`config.mk`:
```
export PLATFORM = sky130hd
export DESIGN_NAME = arb_req_queue
export DESIGN_NICKNAME = d
export VERILOG_FILES = /design/src/rtl/arb_req_queue_pkg.sv /design/src/rtl/arb_req_fifo.sv /design/src/rtl/arb_req_queue.sv
export SDC_FILE = /design/constraint.sdc
export NUM_CORES = 1
export LEC_CHECK = 0
export ABC_AREA = 1
export BUFFER_PORTS_ARGS = -buffer_cell sky130_fd_sc_hd__buf_2
export CORE_UTILIZATION = 47
export CTS_CLUSTER_SIZE = 10
export DETAILED_ROUTE_END_ITERATION = 8
export GPL_ROUTABILITY_DRIVEN = 0
export GPL_TIMING_DRIVEN = 0
export PLACE_DENSITY = 0.66
export SYNTH_ARGS = -nofsm -noshare
export SYNTH_HDL_FRONTEND = slang
export SYNTH_SLANG_ARGS = --single-unit
```
`constraint.sdc`:
```
create_clock -name clk -period 2.4 [get_ports clk]
set_input_delay 0.24 -clock clk [delete_from_list [all_inputs] [get_ports clk]]
set_output_delay 0.24 -clock clk [all_outputs]
set_load 0.03 [all_outputs]
```
`src/rtl/arb_req_queue_pkg.sv`:
```
// Shared types and default widths for the two-client arbiter request queue.
package arb_pkg;

   typedef enum logic {SRC0 = 1'b0, SRC1 = 1'b1} arb_src_e;

   localparam int unsigned ARB_DW_DEFAULT    = 8;
   localparam int unsigned ARB_DEPTH_DEFAULT = 4;

endpackage

```
`src/rtl/arb_req_fifo.sv`:
```
// Per-client FIFO: a push is accepted when there is room, or when full and popping the same cycle.
module arb_req_fifo
   import arb_pkg::*;
#(
   parameter int unsigned DW    = ARB_DW_DEFAULT,
   parameter int unsigned DEPTH = ARB_DEPTH_DEFAULT
) (
   input  logic                   clk,
   input  logic                   rst,
   input  logic                   push,
   input  logic [DW-1:0]          din,
   input  logic                   pop,
   output logic [DW-1:0]          dout,
   output logic [$clog2(DEPTH):0] count,
   output logic                   full,
   output logic                   empty,
   output logic                   ovf
);

   localparam int unsigned AW = $clog2(DEPTH);
   localparam int unsigned CW = AW + 1;

   logic [DW-1:0] mem_q [DEPTH];
   logic [AW-1:0] wr_ptr_q, wr_ptr_d;
   logic [AW-1:0] rd_ptr_q, rd_ptr_d;
   logic [CW-1:0] cnt_q, cnt_d;
   logic          do_push, do_pop;

   assign full  = (cnt_q == CW'(DEPTH));
   assign empty = (cnt_q == '0);
   assign count = cnt_q;
   assign dout  = mem_q[rd_ptr_q];

   // Pointer/count next state; a full FIFO that pops this cycle frees a slot for the push.
   always_comb begin
      do_pop   = pop & ~empty;
      do_push  = push & (~full | do_pop);
      ovf      = push & full & ~do_pop;
      wr_ptr_d = wr_ptr_q;
      rd_ptr_d = rd_ptr_q;
      cnt_d    = cnt_q;
      if (do_push) wr_ptr_d = wr_ptr_q + AW'(1);
      if (do_pop)  rd_ptr_d = rd_ptr_q + AW'(1);
      case ({do_push, do_pop})
         2'b10:   cnt_d = cnt_q + CW'(1);
         2'b01:   cnt_d = cnt_q - CW'(1);
         default: cnt_d = cnt_q;
      endcase
   end

   always_ff @(posedge clk or posedge rst) begin
      if (rst) begin
         wr_ptr_q <= '0;
         rd_ptr_q <= '0;
         cnt_q    <= '0;
      end else begin
         wr_ptr_q <= wr_ptr_d;
         rd_ptr_q <= rd_ptr_d;
         cnt_q    <= cnt_d;
      end
   end

   // Storage carries no reset: contents are only observed behind a non-zero count.
   always_ff @(posedge clk) begin
      if (do_push) mem_q[wr_ptr_q] <= din;
   end

endmodule

```
`src/rtl/arb_req_queue.sv`:
```
// Two-client request buffer feeding the arbiter: raises reqN while FIFO N holds data,
// pops the granted head and forwards it one cycle later with its source id.
module arb_req_queue
   import arb_pkg::*;
#(
   parameter int unsigned DW    = ARB_DW_DEFAULT,
   parameter int unsigned DEPTH = ARB_DEPTH_DEFAULT
) (
   input  logic          clk,
   input  logic          rst,
   input  logic          push0,
   input  logic [DW-1:0] data0,
   output logic          full0,
   input  logic          push1,
   input  logic [DW-1:0] data1,
   output logic          full1,
   output logic          req0,
   output logic          req1,
   input  logic          gnt0,
   input  logic          gnt1,
   output logic          out_valid,
   output logic [DW-1:0] out_data,
   output logic          out_src,
   output logic          err
);

   localparam int unsigned CW = $clog2(DEPTH) + 1;

   logic [DW-1:0] dout0, dout1;
   logic [CW-1:0] count0, count1;
   logic          empty0, empty1;
   logic          ovf0, ovf1;
   logic          pop0_c, pop1_c, gnt_conflict_c, gnt_idle_c;

   logic          valid_q, valid_d;
   logic [DW-1:0] data_q, data_d;
   arb_src_e      src_q, src_d;
   logic          err_q, err_d;

   assign req0 = (count0 != '0);
   assign req1 = (count1 != '0);

   // Grant decode: a double grant pops nothing; a grant to an empty client is ignored.
   assign gnt_conflict_c = gnt0 & gnt1;
   assign gnt_idle_c     = (gnt0 & empty0) | (gnt1 & empty1);
   assign pop0_c         = gnt0 & req0 & ~gnt_conflict_c;
   assign pop1_c         = gnt1 & req1 & ~gnt_conflict_c;

   arb_req_fifo #(.DW(DW), .DEPTH(DEPTH)) u_fifo0 (
      .clk   (clk),
      .rst   (rst),
      .push  (push0),
      .din   (data0),
      .pop   (pop0_c),
      .dout  (dout0),
      .count (count0),
      .full  (full0),
      .empty (empty0),
      .ovf   (ovf0)
   );

   arb_req_fifo #(.DW(DW), .DEPTH(DEPTH)) u_fifo1 (
      .clk   (clk),
      .rst   (rst),
      .push  (push1),
      .din   (data1),
      .pop   (pop1_c),
      .dout  (dout1),
      .count (count1),
      .full  (full1),
      .empty (empty1),
      .ovf   (ovf1)
   );

   // Output stage holds the last payload/source when nothing is popped.
   always_comb begin
      valid_d = 1'b0;
      data_d  = data_q;
      src_d   = src_q;
      err_d   = err_q | gnt_conflict_c | gnt_idle_c | ovf0 | ovf1;
      if (pop0_c) begin
         valid_d = 1'b1;
         data_d  = dout0;
         src_d   = SRC0;
      end else if (pop1_c) begin
         valid_d = 1'b1;
         data_d  = dout1;
         src_d   = SRC1;
      end
   end

   always_ff @(posedge clk or posedge rst) begin
      if (rst) begin
         valid_q <= 1'b0;
         data_q  <= '0;
         src_q   <= SRC0;
         err_q   <= 1'b0;
      end else begin
         valid_q <= valid_d;
         data_q  <= data_d;
         src_q   <= src_d;
         err_q   <= err_d;
      end
   end

   assign out_valid = valid_q;
   assign out_data  = data_q;
   assign out_src   = src_q;
   assign err       = err_q;

endmodule

```
# [Yosys cells after proc, flatten, opt, wreduce, memory -nomap -nowiden]
# Memories as Yosys holds them, arrays and structs flattened.
# Index checks and enable logic that the tools add are counted.
[op_classes] n_addsub=8 n_mul=0 div=0 n_lt_le_gt_ge=0 eq_ne=6 shift=0 mux=12 bitwise=29 n_reduce_logical=7
[ops] op="two-way mux 8 bit" n=2
[ops] op="AND 1 bit" n=15
[ops] op="case mux 3 bit (2 select lines)" n=2
[ops] op="adder 2 x 1 -> 2 bit (second input constant)" n=4
[ops] op="two-way mux 1 bit" n=8
[ops] op="NOT 1 bit" n=7
[ops] op="OR 1 bit" n=7
[ops] op="adder 3 x 1 -> 3 bit (second input constant)" n=2
[ops] op="== test 3 bit (second input constant)" n=2
[ops] op="zero test 3 bit" n=2
[ops] op="nonzero test 2 bit" n=3
[ops] op="nonzero test 3 bit" n=2
[ops] op="subtractor 3 x 1 -> 3 bit (second input constant)" n=2
[ops] op="== test 2 x 1 -> 1 bit (second input constant)" n=2
[ops] op="== test 2 bit (second input constant)" n=2
[word_totals] reg_bits=25 latch_bits=0 mem_bits_rw=64 romBits=0 inputBits=22 output_inout_bits=15 elab_cells=74 memories=2
[mem_list] name="u_fifo0.mem_q" depth=4 word_bits=8 rd=1 rd_clocked_by_memory_dff=0 write_ports=1 line="arb_req_fifo.sv:23" source="logic [DW-1:0] mem_q [DEPTH];"
[mem_list] name="u_fifo1.mem_q" depth=4 word_bits=8 rd=1 rd_clocked_by_memory_dff=0 write_ports=1 line="arb_req_fifo.sv:23"

# [Logic depth before layout (Yosys ltp)]
# Gate-level depths: netlist (run 1).
[logic_depth] depth_word=8 depth_mapped=12 mapped_depth_nobuf=12

# [Cells and area by module]
# From an unflattened synthesis (run 1), not the netlist that was laid out.
[unflattened] hier_cells=364 area_unflattened_um2=4022.6
[by_module_without_submodules] mod="arb_req_fifo at u_fifo1" instances=1 cells_per_inst=137 area_per_inst_um2=1689.1 seq_area_each_um2=1136.1
[by_module_without_submodules] mod="arb_req_fifo at u_fifo0" instances=1 cells_per_inst=137 area_per_inst_um2=1646.6 seq_area_each_um2=1136.1
[by_module_without_submodules] mod="arb_req_queue" instances=1 cells_per_inst=90 area_per_inst_um2=686.9 seq_area_each_um2=275.3

# [Worst setup path before layout (run 1)]
# Ideal clock, no wire load.
[synth_path] kind="register to register" from="register u_fifo0.cnt_q[0] (netlist: u_fifo0.count[0])" to="register u_fifo0.cnt_q[2] (netlist: u_fifo0.count[2])" setup_time_ns=0.079 t_arrival_ns=2.117 slack_ns=0.204 stages_incl_launch_ff=11 period_less_slack_ns=2.196 cell_sequence="dfrtp_1 > nor3_2 > nand2_2 > nand2_2 > ha_1 > inv_1 > fa_1 > nor2_1 > nor2_1 > nand2_1 > xor2_1"
[synth_lines] item="from (decl)" line="arb_req_fifo.sv:26" source="logic [CW-1:0] cnt_q, cnt_d;"
[synth_lines] item="from (signal assigned)" line="arb_req_fifo.sv:59" source="cnt_q <= cnt_d;"
[synth_lines] item="== test 3 bit (*)" line="arb_req_fifo.sv:29" source="assign full = (cnt_q == CW'(DEPTH));"
[synth_lines] item="net full0" line="arb_req_queue.sv:13" source="output logic full0,"
[synth_lines] item="NOT 1 bit (*)" line="arb_req_fifo.sv:37" source="do_push = push & (~full | do_pop);"
[synth_lines] item="OR 1 bit (*)" line="arb_req_fifo.sv:37"
[synth_lines] item="AND 1 bit (*)" line="arb_req_fifo.sv:37"
[synth_lines] item="== test 2 x 1 -> 1 bit or == test 2 bit (tied branches)" line="arb_req_fifo.sv:44" source="case ({do_push, do_pop})"
[synth_lines] item="case mux 3 bit (2 select lines) or nonzero test 2 bit (tied branches)"
# The timed path passes the listed nets; every way through them passes the cells marked *.
# A chain may end at the register's enable or synchronous reset.

# [Worst setup path in the final report (run 1)]
[layout_path] from="register u_fifo0.cnt_q[0] (netlist: u_fifo0.count[0])" to="register u_fifo0.cnt_q[2] (netlist: u_fifo0.count[2])"
[layout_via] elab_chain_len=8
[layout_rtl] item="nonzero test 3 bit" line="arb_req_queue.sv:40" source="assign req0 = (count0 != '0);"
[layout_rtl] item="AND 1 bit (2 in a row)" line="arb_req_queue.sv:46" source="assign pop0_c = gnt0 & req0 & ~gnt_conflict_c;"
[layout_rtl] item="AND 1 bit" line="arb_req_fifo.sv:36" source="do_pop = pop & ~empty;"
[layout_rtl] item="OR 1 bit" line="arb_req_fifo.sv:37"
[layout_rtl] item="AND 1 bit" line="arb_req_fifo.sv:37"
[layout_rtl] item="== test 2 x 1 -> 1 bit or == test 2 bit (tied branches)" line="arb_req_fifo.sv:44"
[layout_rtl] item="case mux 3 bit (2 select lines) or nonzero test 2 bit (tied branches)"
# Parallel ways exist; a longest one is shown, timed or not.

==> results.ini, run 1 <==
[run_status]
status=finished, final reports clean

[die]
die_x_um=92.7
fp.dieH_um=92.7
io_pins=37
die-area_mm2=0.00859
core_mm2=0.00785
initial_utilization_pct=49.3
rows=32

[worst_hold_path]
hold_path_class=primary input to asynchronous set/reset pin

[final_layout]
diodes=0
final_cell_mix=64 x edfxtp_1, 58 x nor2_1, 55 x nand2_1
area_growth_pct=13.4
fin_area_mm2=0.00438
nets=419
final_layout_size_suffix_gt1_share_pct=22.3
final_common_cell=edfxtp_1

[synthesis]
synthCells=339
synth_fp_nets=372
syn_area_mm2=0.00386
yosysUniqueCellTypes=28
avgSynthCellArea_um2=11.4
yosys_warnings=0
ys_seq_elements=89
synth_seq_area_share_pct=65.9

[clocking]
htree_levels=3
cts.clk_slew.worst_paths_ps=80
post_cts_buffers=0
clk_path_buf_depth=2
ctsHoldBuffers=0
cts.sinks=89
cts_buffers=9
cts_resized=0
root_buffer=clkbuf_8
tritoncts=built
clock_latency_ps=350

[sta]
rsz0062_at_grt=false
finalSetupTns_ps=0
fin_ws_ps=388
finalMaxSlewViolations=0
setup_violations=0
final_hold_viol_count=0
max-slew-margin-rel_pct=36.5
skew_ps=8.84
fin_crit_sh_pct=83.8
fmax_mhz=497
fin_crit_ps=2010
worstMarginPinSlew_ps=951
holdWs_ps=89.8

[place]
hpwlAfterDp_um=4970
place_ws_ps=374
io_buffers=36
place_area_mm2=0.00417

[power_and_ir_drop]
pwr_density_cell_mw_per_mm2=1230
power.leakage_nw=1.81
ir_drop_uv=536
totalPowerFinal_mw=5.39

[setup_path]
critPathLaunchType=flip-flop
worstSetupEndpointType=flip-flop
crit_type=flip-flop to flip-flop
worstPathArrival_ps=2290
slowest_delay_ps=440
crit_chain=nor2_2 -> nand2_4 -> nand3_4 -> nand2_2 -> nand2_2 -> ha_1 -> inv_1 -> fa_1 -> nor2_1 -> nor2_1 -> nand2_1 -> xor2_1
path_max_fanout=7
cp_slowest_cell=dfrtp_1
crit_required_ps=2680

[detailed_routing]
drt_iter0_drc=118
route.detailed.drc=0
totalWireLength_um=7170
drt-vias-per-instance=4.94
drtPass1Iterations=4
wl_per_cell_um=14.5
drtAntennaViolNets=0
num_vias=2437

[global_routing]
grt_pass1_wl_um=11400
grt_overflow=0
track_usage_pct=18.1
grt_pass1_vias=2308
grt_max_degree=26
antenna_found_initial=0

[job]
cap_violations=0

[report_power, final]
group	internal [mW]	switching, mW	leakage, nW
combinational	0.656	1.37	0.835
sequential	2.09	0.187	0.871
clock	0.582	0.506	0.108
total	3.33	2.06	1.81
[sequential cells by signal, indices dropped and copies added (netlist names), 2 cells and up]
| name | flops |
|---|---|
| u_fifo0.wr_ptr_q | 2 |
| u_fifo1.mem_q | 32 |
| u_fifo1.count | 3 |
| u_fifo1.rd_ptr_q | 2 |
| u_fifo0.mem_q | 32 |
| u_fifo0.rd_ptr_q | 2 |
| u_fifo1.wr_ptr_q | 2 |
| u_fifo0.count | 3 |
| out_data | 8 |
[metal layers]
metal  share of wire (%)  track usage, %  up-vias
met2                  47            28.4       58
met4                 1.2            8.85        0
met5                   0               0        -
met1                  47            24.3     1152
li1                    -               -     1221
met3                 4.5            3.28        6
[logic make-up after synthesis]
group / after synthesis / share of synthesized area (%)
compound gates: 32 / 4.56
xor+xnor: 8 / 1.81
fa+ha+maj: 11 / 3.95
buf+inv: 41 / 4.95
flops: 89 / 65.9
simple gates: 158 / 18.8
[cell type report]
| cell class | instances | area, um2 |
|---|---|---|
| fill | 687 | 3460 |
| sequential | 89 | 2550 |
| multi-input combinational | 209 | 1130 |
| timing repair buffer | 36 | 180 |
| clock buffer | 10 | 128 |
| tap | 102 | 128 |
| inverter | 31 | 119 |
| clock inverter | 6 | 82.6 |
| buffer | 10 | 72.6 |
[Yosys cell counts (all sizes together)]
library cell	n	area share [%]
a21oi	9	1.2
buf	10	1.9
dfrtp	25	16
edfxtp	64	50
fa	2	1.0
ha	9	2.9
inv	31	3.1
nand2	61	6.4
nand3	26	3.7
nand4	2	0.32
nor2	62	6.5
nor3	7	1.8
o21ai	20	2.9
o21bai	1	0.19
o22ai	2	0.32
xnor2	1	0.23
xor2	7	1.6
[path summary, 6_finish.rpt]
check	startpoint	to	slack [ps]	cells after the start
setup / recovery	u_fifo0.count[0]$_DFFE_PP0P_	u_fifo0.count[2]$_DFFE_PP0P_	390	12
hold / removal	rst	u_fifo0.count[0]$_DFFE_PP0P_	90	2
setup reg to reg	u_fifo0.count[0]$_DFFE_PP0P_	u_fifo0.count[2]$_DFFE_PP0P_	390	12
hold reg to reg	out_src$_DFFE_PP0P_	out_src$_DFFE_PP0P_	490	2
max in group asynchronous	rst	out_data[5]$_DFFE_PP0P_	1720	2
min in group clk	data1[1]	u_fifo1.mem_q[0][1]$_DFFE_PP_	100	1
[stage by stage]
stage | util [%] | instances
after floorplan | - | 339
final | 55.9 | 493
after CTS | 55.9 | 493
after global placement | 53.2 | 477
after detailed placement | 53.2 | 477
after global routing | 55.9 | 493
[worst max-delay path, delay by kind of cell (launching register included)]
kind / cells / cell delay (ps)
simple gates: 8 / 780
fa+ha+maj: 2 / 530
xor+xnor: 1 / 140
flops: 1 / 440
buf+inv: 1 / 60
Note: power is estimated with default switching activity, not from simulation.
==> run 2, diff against run 1 <==
Settings changed: PLACE_DENSITY 0.66 to 0.68.
Clock period 2.4 ns to 1.75 ns, I/O delays scaled along.
==> results.ini, run 2 (synthesis gave the netlist of run 1 again) <==
[run_status]
status=finished with violations
violations=negative setup slack

[sta]
final_hold_viol_count=0  ; unchanged
fin_crit_sh_pct=106  ; +22 points
worstMarginPinSlew_ps=1030  ; +75.9 ps
setup_violations=18  ; +18
fin_ws_ps=-104  ; -492 ps
fmax_mhz=539  ; +8.5%
skew_ps=10.9  ; +2.06 ps
max-slew-margin-rel_pct=31.5  ; -5.1 points
fin_crit_ps=1850  ; -158 ps
finalMaxSlewViolations=0  ; unchanged
rsz0062_at_grt=true

[global_routing]
grt_pass1_vias=2601  ; +13%
grt_pass1_wl_um=12500  ; +10%
grt_max_degree=26  ; unchanged
track_usage_pct=19.4  ; +1.4 points
antenna_found_initial=0  ; unchanged
grt_overflow=0  ; unchanged

[setup_path]
r2r_slack_ps=-100  ; -490 ps
crit_path_end=u_fifo0.count[2]$_DFFE_PP0P_
worst_r2r_endpoint=u_fifo0.count[2]$_DFFE_PP0P_
crit_required_ps=2030  ; -650 ps
critPathLaunchType=flip-flop
crit_type=flip-flop to flip-flop
path_max_fanout=5  ; -2
worstPathArrival_ps=2130  ; -160 ps
rr_startpoint=u_fifo0.count[0]$_DFFE_PP0P_
worstSetupEndpointType=flip-flop
reg2reg_depth=11  ; -1
critPathLaunch=u_fifo0.count[0]$_DFFE_PP0P_

[power_and_ir_drop]
ir_drop_uv=727  ; +36%
totalPowerFinal_mw=7.66  ; +42%
pwr_density_cell_mw_per_mm2=1680  ; +36%
power.leakage_nw=1.88  ; +3.5%

[clocking]
ctsHoldBuffers=0  ; unchanged
cts.sinks=89  ; unchanged
root_buffer=clkbuf_8
cts_buffers=9  ; unchanged
tritoncts=built
cts.clk_slew.worst_paths_ps=90  ; about the same
htree_levels=3  ; unchanged
clk_path_buf_depth=2  ; unchanged
clock_latency_ps=350  ; about the same

[detailed_routing]
route.detailed.drc=0  ; unchanged
drtAntennaViolNets=0  ; unchanged
drt-vias-per-instance=5.03  ; +1.7%
totalWireLength_um=7520  ; +5.0%
drt_iter0_drc=143  ; +21%
drtPass1Iterations=4  ; unchanged
wl_per_cell_um=14.8  ; +1.9%
num_vias=2554  ; +4.8%

[die]
core_mm2=0.00785  ; unchanged
die_x_um=92.7  ; unchanged
io_pins=37  ; unchanged
fp.dieH_um=92.7  ; unchanged
rows=32  ; unchanged
die-area_mm2=0.00859  ; unchanged
initial_utilization_pct=49.3  ; unchanged

[final_layout]
final_layout_size_suffix_gt1_share_pct=29.6  ; +7.3 points
finish.utilization_pct=58.2  ; +2.4 points
nets=434  ; +3.6%
diodes=0  ; unchanged
final_cell_mix=64 x edfxtp_1, 55 x nand2_1, 51 x nor2_1
final_common_cell=edfxtp_1
area_growth_pct=18.2

[worst_hold_path]
hold_path_class=primary input to flip-flop

[job]
cap_violations=0  ; unchanged

[place]
io_buffers=36  ; unchanged
hpwlAfterDp_um=5060  ; +1.7%

run 2: changes by cell type in the layout (fill, tap and decap cells not counted), sizes merged:
cell	change
buf	+15
bufinv	-1
clkinv	-1
clkinvlp	+1
inv	+1
run 2: per-layer routing:
layer / track usage, % / part of all wire, % / routed length [um] / vias up
met5: 0 / 0 / 0 / -
met4: 6.67 / 1.0 / 76 / 0
met3: 4.02 / 4.7 / 352 / 8
met2: 32.2 / 50 / 3750 / 52
met1: 25.6 / 44 / 3350 / 1236
li1: - / - / - / 1258
run 2: timing repair:
item / CTS / global route
resized for setup: 13 / 9
setup buffers: 12 / 5
endpoints found under the setup margin: 50 / 41
pin swaps: 2 / 3
run 2: final cells by class:
cell class	instances	area (um2)
fillers	687	3280
flip-flops and latches	89	2550
multi-input cells	209	1200
repair buffers	51	303
clock buffers	10	128
well taps	102	128
inverters	31	121
plain buffers	10	72.6
clock inverters	6	68.8
run 2: per-stage QoR:
stage | setup TNS [ps] | setup slack (ps) | area, um2 | instances | hold WS (ps)
after floorplan | -363 | -202 | 3890 | 339 | 202
after global placement | -4570 | -164 | 4200 | 477 | 387
after detailed placement | -5780 | -224 | 4200 | 477 | 392
after CTS | -571 | -112 | 4520 | 505 | 18.5
after global routing | -2180 | -199 | 4570 | 508 | 14.1
final | -243 | -104 | 4570 | 508 | 34.7
run 2: worst min-delay path by stage:
stage                  start                            end  cells past startpoint
CTS                 data1[2]  u_fifo1.mem_q[3][2]$_DFFE_PP_                      1
global placement    data0[7]  u_fifo0.mem_q[3][7]$_DFFE_PP_                      1
finish              data1[2]  u_fifo1.mem_q[3][2]$_DFFE_PP_                      1
global route        data1[1]  u_fifo1.mem_q[3][1]$_DFFE_PP_                      1
floorplan                rst                  err$_DFF_PP0_                      1
detailed placement  data1[2]  u_fifo1.mem_q[3][2]$_DFFE_PP_                      1
run 2: power breakdown:
part / internal [mW] / leakage [nW] / switching, mW
clock: 0.668 / 0.0968 / 0.736
combinational: 1.12 / 0.914 / 2.00
sequential: 2.87 / 0.867 / 0.259
total: 4.66 / 1.88 / 3.00
run 2: worst max-delay path: stages (launching register included):
cell,delay (ps)
dfrtp_2,440
buf_6,130
nor3_4,140
nand2_2,110
nand2_4,100
ha_4,140
inv_4,40
fa_2,360
nor2_2,80
nor2_1,50
nand2_1,60
xor2_1,140
==> run 3, diff against run 2 <==
Settings changed: ABC_AREA 1 to unset, SKIP_LAST_GASP set to 1.
==> results.ini, run 3 <==
[detailed_routing]
totalWireLength_um=6360  ; -15%
wl_per_cell_um=16.5  ; +11%
drt_iter0_drc=88  ; -38%
drtAntennaViolNets=0  ; unchanged
num_vias=1987  ; -22%
drt-vias-per-instance=5.15  ; +2.4%
drtPass1Iterations=4  ; unchanged
route.detailed.drc=0  ; unchanged

[synthesis]
synthArstFlopShare_pct=28.1  ; unchanged
avgSynthCellArea_um2=16.8  ; +47%
synth_top_area_share_pct=52.0  ; +2.3 points
syn_area_mm2=0.00369  ; -4.4%
ys.flop_type=edfxtp_1
synth_most_common_cell=edfxtp_1
synth-edff-count=64  ; unchanged
synthCells=220  ; -35%
synth_area_leader_cell=edfxtp_1
ys_seq_elements=89  ; unchanged
yosysUniqueCellTypes=37  ; +32%
synth.area.top_cells=edfxtp_1 52%, dfrtp_1 17%, mux4_2 9.8%, ha_1 3.0%, inv_1 2.3%
netlist_top_cells_count=64 x edfxtp_1, 25 x dfrtp_1, 23 x inv_1
synth_fp_nets=253  ; -32%
synth_seq_area_share_pct=68.9  ; +3.0 points
yosys_warnings=0  ; unchanged

[die]
rows=31  ; -3.1%
die-area_mm2=0.00822  ; -4.3%
die_x_um=90.7  ; -2.2%
initial_utilization_pct=49.9  ; +0.62 points
core_mm2=0.00741  ; -5.6%
io_pins=37  ; unchanged
fp.dieH_um=90.7  ; -2.2%

[sta]
fin_crit_sh_pct=106  ; -0.13 points
skew_ps=8.29  ; -2.60 ps
rsz0062_at_grt=true
worstMarginPinSlew_ps=1000  ; -22.5 ps
final_hold_viol_count=0  ; unchanged
fmax_mhz=540  ; +0.12%
finalMaxSlewViolations=0  ; unchanged
fin_ws_ps=-101  ; +2.29 ps
fin_crit_ps=1850  ; -2.29 ps
holdWs_ps=39.9  ; +5.21 ps
setup_violations=2  ; -16
max-slew-margin-rel_pct=33.0  ; +1.5 points
finalSetupTns_ps=-188  ; +55.4 ps

[global_routing]
grt_overflow=0  ; unchanged
antenna_found_initial=0  ; unchanged
grt_max_degree=26  ; unchanged
grt_pass1_vias=2070  ; -20%
track_usage_pct=17.2  ; -2.3 points
grt_pass1_wl_um=10500  ; -16%

[final_layout]
nets=315  ; -27%
final_cell_mix=64 x edfxtp_1, 36 x buf_2, 22 x dfrtp_1
final_common_cell=edfxtp_1
area_growth_pct=19.8
diodes=0  ; unchanged
final_layout_size_suffix_gt1_share_pct=42.2  ; +13 points

[setup_path]
worstSetupEndpointType=flip-flop
rr_startpoint=u_fifo0.count[0]$_DFFE_PP0P_
crit_required_ps=2010  ; -20 ps
critPathLaunchType=flip-flop
worstPathArrival_ps=2120  ; about the same
worst_r2r_endpoint=u_fifo0.count[2]$_DFFE_PP0P_
reg2reg_depth=10  ; -1
crit_type=flip-flop to flip-flop
r2r_slack_ps=-100  ; about the same
critPathLaunch=u_fifo0.count[0]$_DFFE_PP0P_
path_max_fanout=3  ; -2
crit_path_end=u_fifo0.count[2]$_DFFE_PP0P_

[worst_hold_path]
hp-start=data1[3]
hold_path_class=primary input to flip-flop

[clocking]
tritoncts=built
clock_latency_ps=350  ; about the same
ctsHoldBuffers=0  ; unchanged
cts_buffers=9  ; unchanged
cts.sinks=89  ; unchanged
root_buffer=clkbuf_8
clk_path_buf_depth=2  ; unchanged
htree_levels=3  ; unchanged
cts.clk_slew.worst_paths_ps=90  ; about the same

[run_status]
status=finished with violations
violations=negative setup slack

[power_and_ir_drop]
pwr_density_cell_mw_per_mm2=1700  ; +1.5%
power.leakage_nw=1.73  ; -8.2%
totalPowerFinal_mw=7.52  ; -1.7%
ir_drop_uv=789  ; +8.6%

[job]
cap_violations=0  ; unchanged

[place]
hpwlAfterDp_um=4250  ; -16%
io_buffers=36  ; unchanged

## run 3: cell count changes in the layout (fill, tap and decap cells not counted), sizes merged, moves of 7 or more
| cell | previous run | this run |
|---|---|---|
| nand3 | 26 | 1 |
| mux4 | 0 | 16 |
| inv | 32 | 25 |
| and2 | 0 | 9 |
| xnor2 | 1 | 8 |
| o21ai | 20 | 3 |
| nand2 | 61 | 7 |
| nor2 | 62 | 3 |
## run 3: critical path, stage by stage (launching register included)
cell and delay, ps:
dfrtp_1 430, inv_2 80, and3_4 210, a21boi_4 60, inv_2 70, ha_4 130, inv_2 30, fa_2 330
xor2_1 140, nor2_1 120, xor2_1 160
## run 3: logic make-up after synthesis
kind of cell	count (synthesis)	share of synthesized area [%]
AO/OA/AOI/OAI	30	5.59
multiplexers	17	10.1
AND/OR/NAND/NOR	31	4.91
adder cells (fa/ha/maj)	11	4.13
XOR/XNOR	11	2.61
flip-flops	89	68.9
buffers and inverters	31	3.76
## run 3: what timing repair did
item                                    CTS  global route
pin swaps                                 9             6
resized for setup                        10             5
endpoints found under the setup margin    3            35
buffers inserted                         11             4
## run 3: how the worst min path moves through the flow
stage	end	slack [ps]	cells past startpoint
finish	u_fifo1.mem_q[1][3]$_DFFE_PP_	40	1
global route	u_fifo1.mem_q[3][3]$_DFFE_PP_	30	1
CTS	u_fifo1.mem_q[1][0]$_DFFE_PP_	30	1
detailed placement	u_fifo1.mem_q[1][2]$_DFFE_PP_	400	1
global placement	u_fifo1.mem_q[1][3]$_DFFE_PP_	390	1
floorplan	err$_DFF_PP0_	200	1
## run 3: report_power, final
part | leakage, nW | internal [mW] | total (mW) | switching, mW
registers | 0.870 | 2.87 | 3.15 | 0.276
clock network | 0.117 | 0.957 | 1.66 | 0.705
logic | 0.738 | 1.23 | 2.72 | 1.49
## run 3: stage by stage
stage,area [um2],instances,worst slack (ps),util (%)
after global placement,4030,355,-172,54.3
after global routing,4430,386,-228,59.7
after detailed placement,4030,355,-209,54.3
final,4430,386,-101,59.7
after floorplan,3720,220,-134,-
after CTS,4390,382,-131,59.2
## run 3: area by class of cell
cell class	count	area (um2)
tap	99	124
buffer	7	48.8
sequential	89	2550
clock inverter	6	115
clock buffer	10	128
fill	568	2980
inverter	24	90.1
multi-input combinational	100	1070
timing repair buffer	51	297
## run 3: per-layer routing
layer	vias up	GRT usage [%]	part of all wire, %
met1	998	22.8	45
met5	-	0	0
li1	937	-	-
met4	0	6.59	1.3
met2	46	27.8	50
met3	6	3.79	3.6
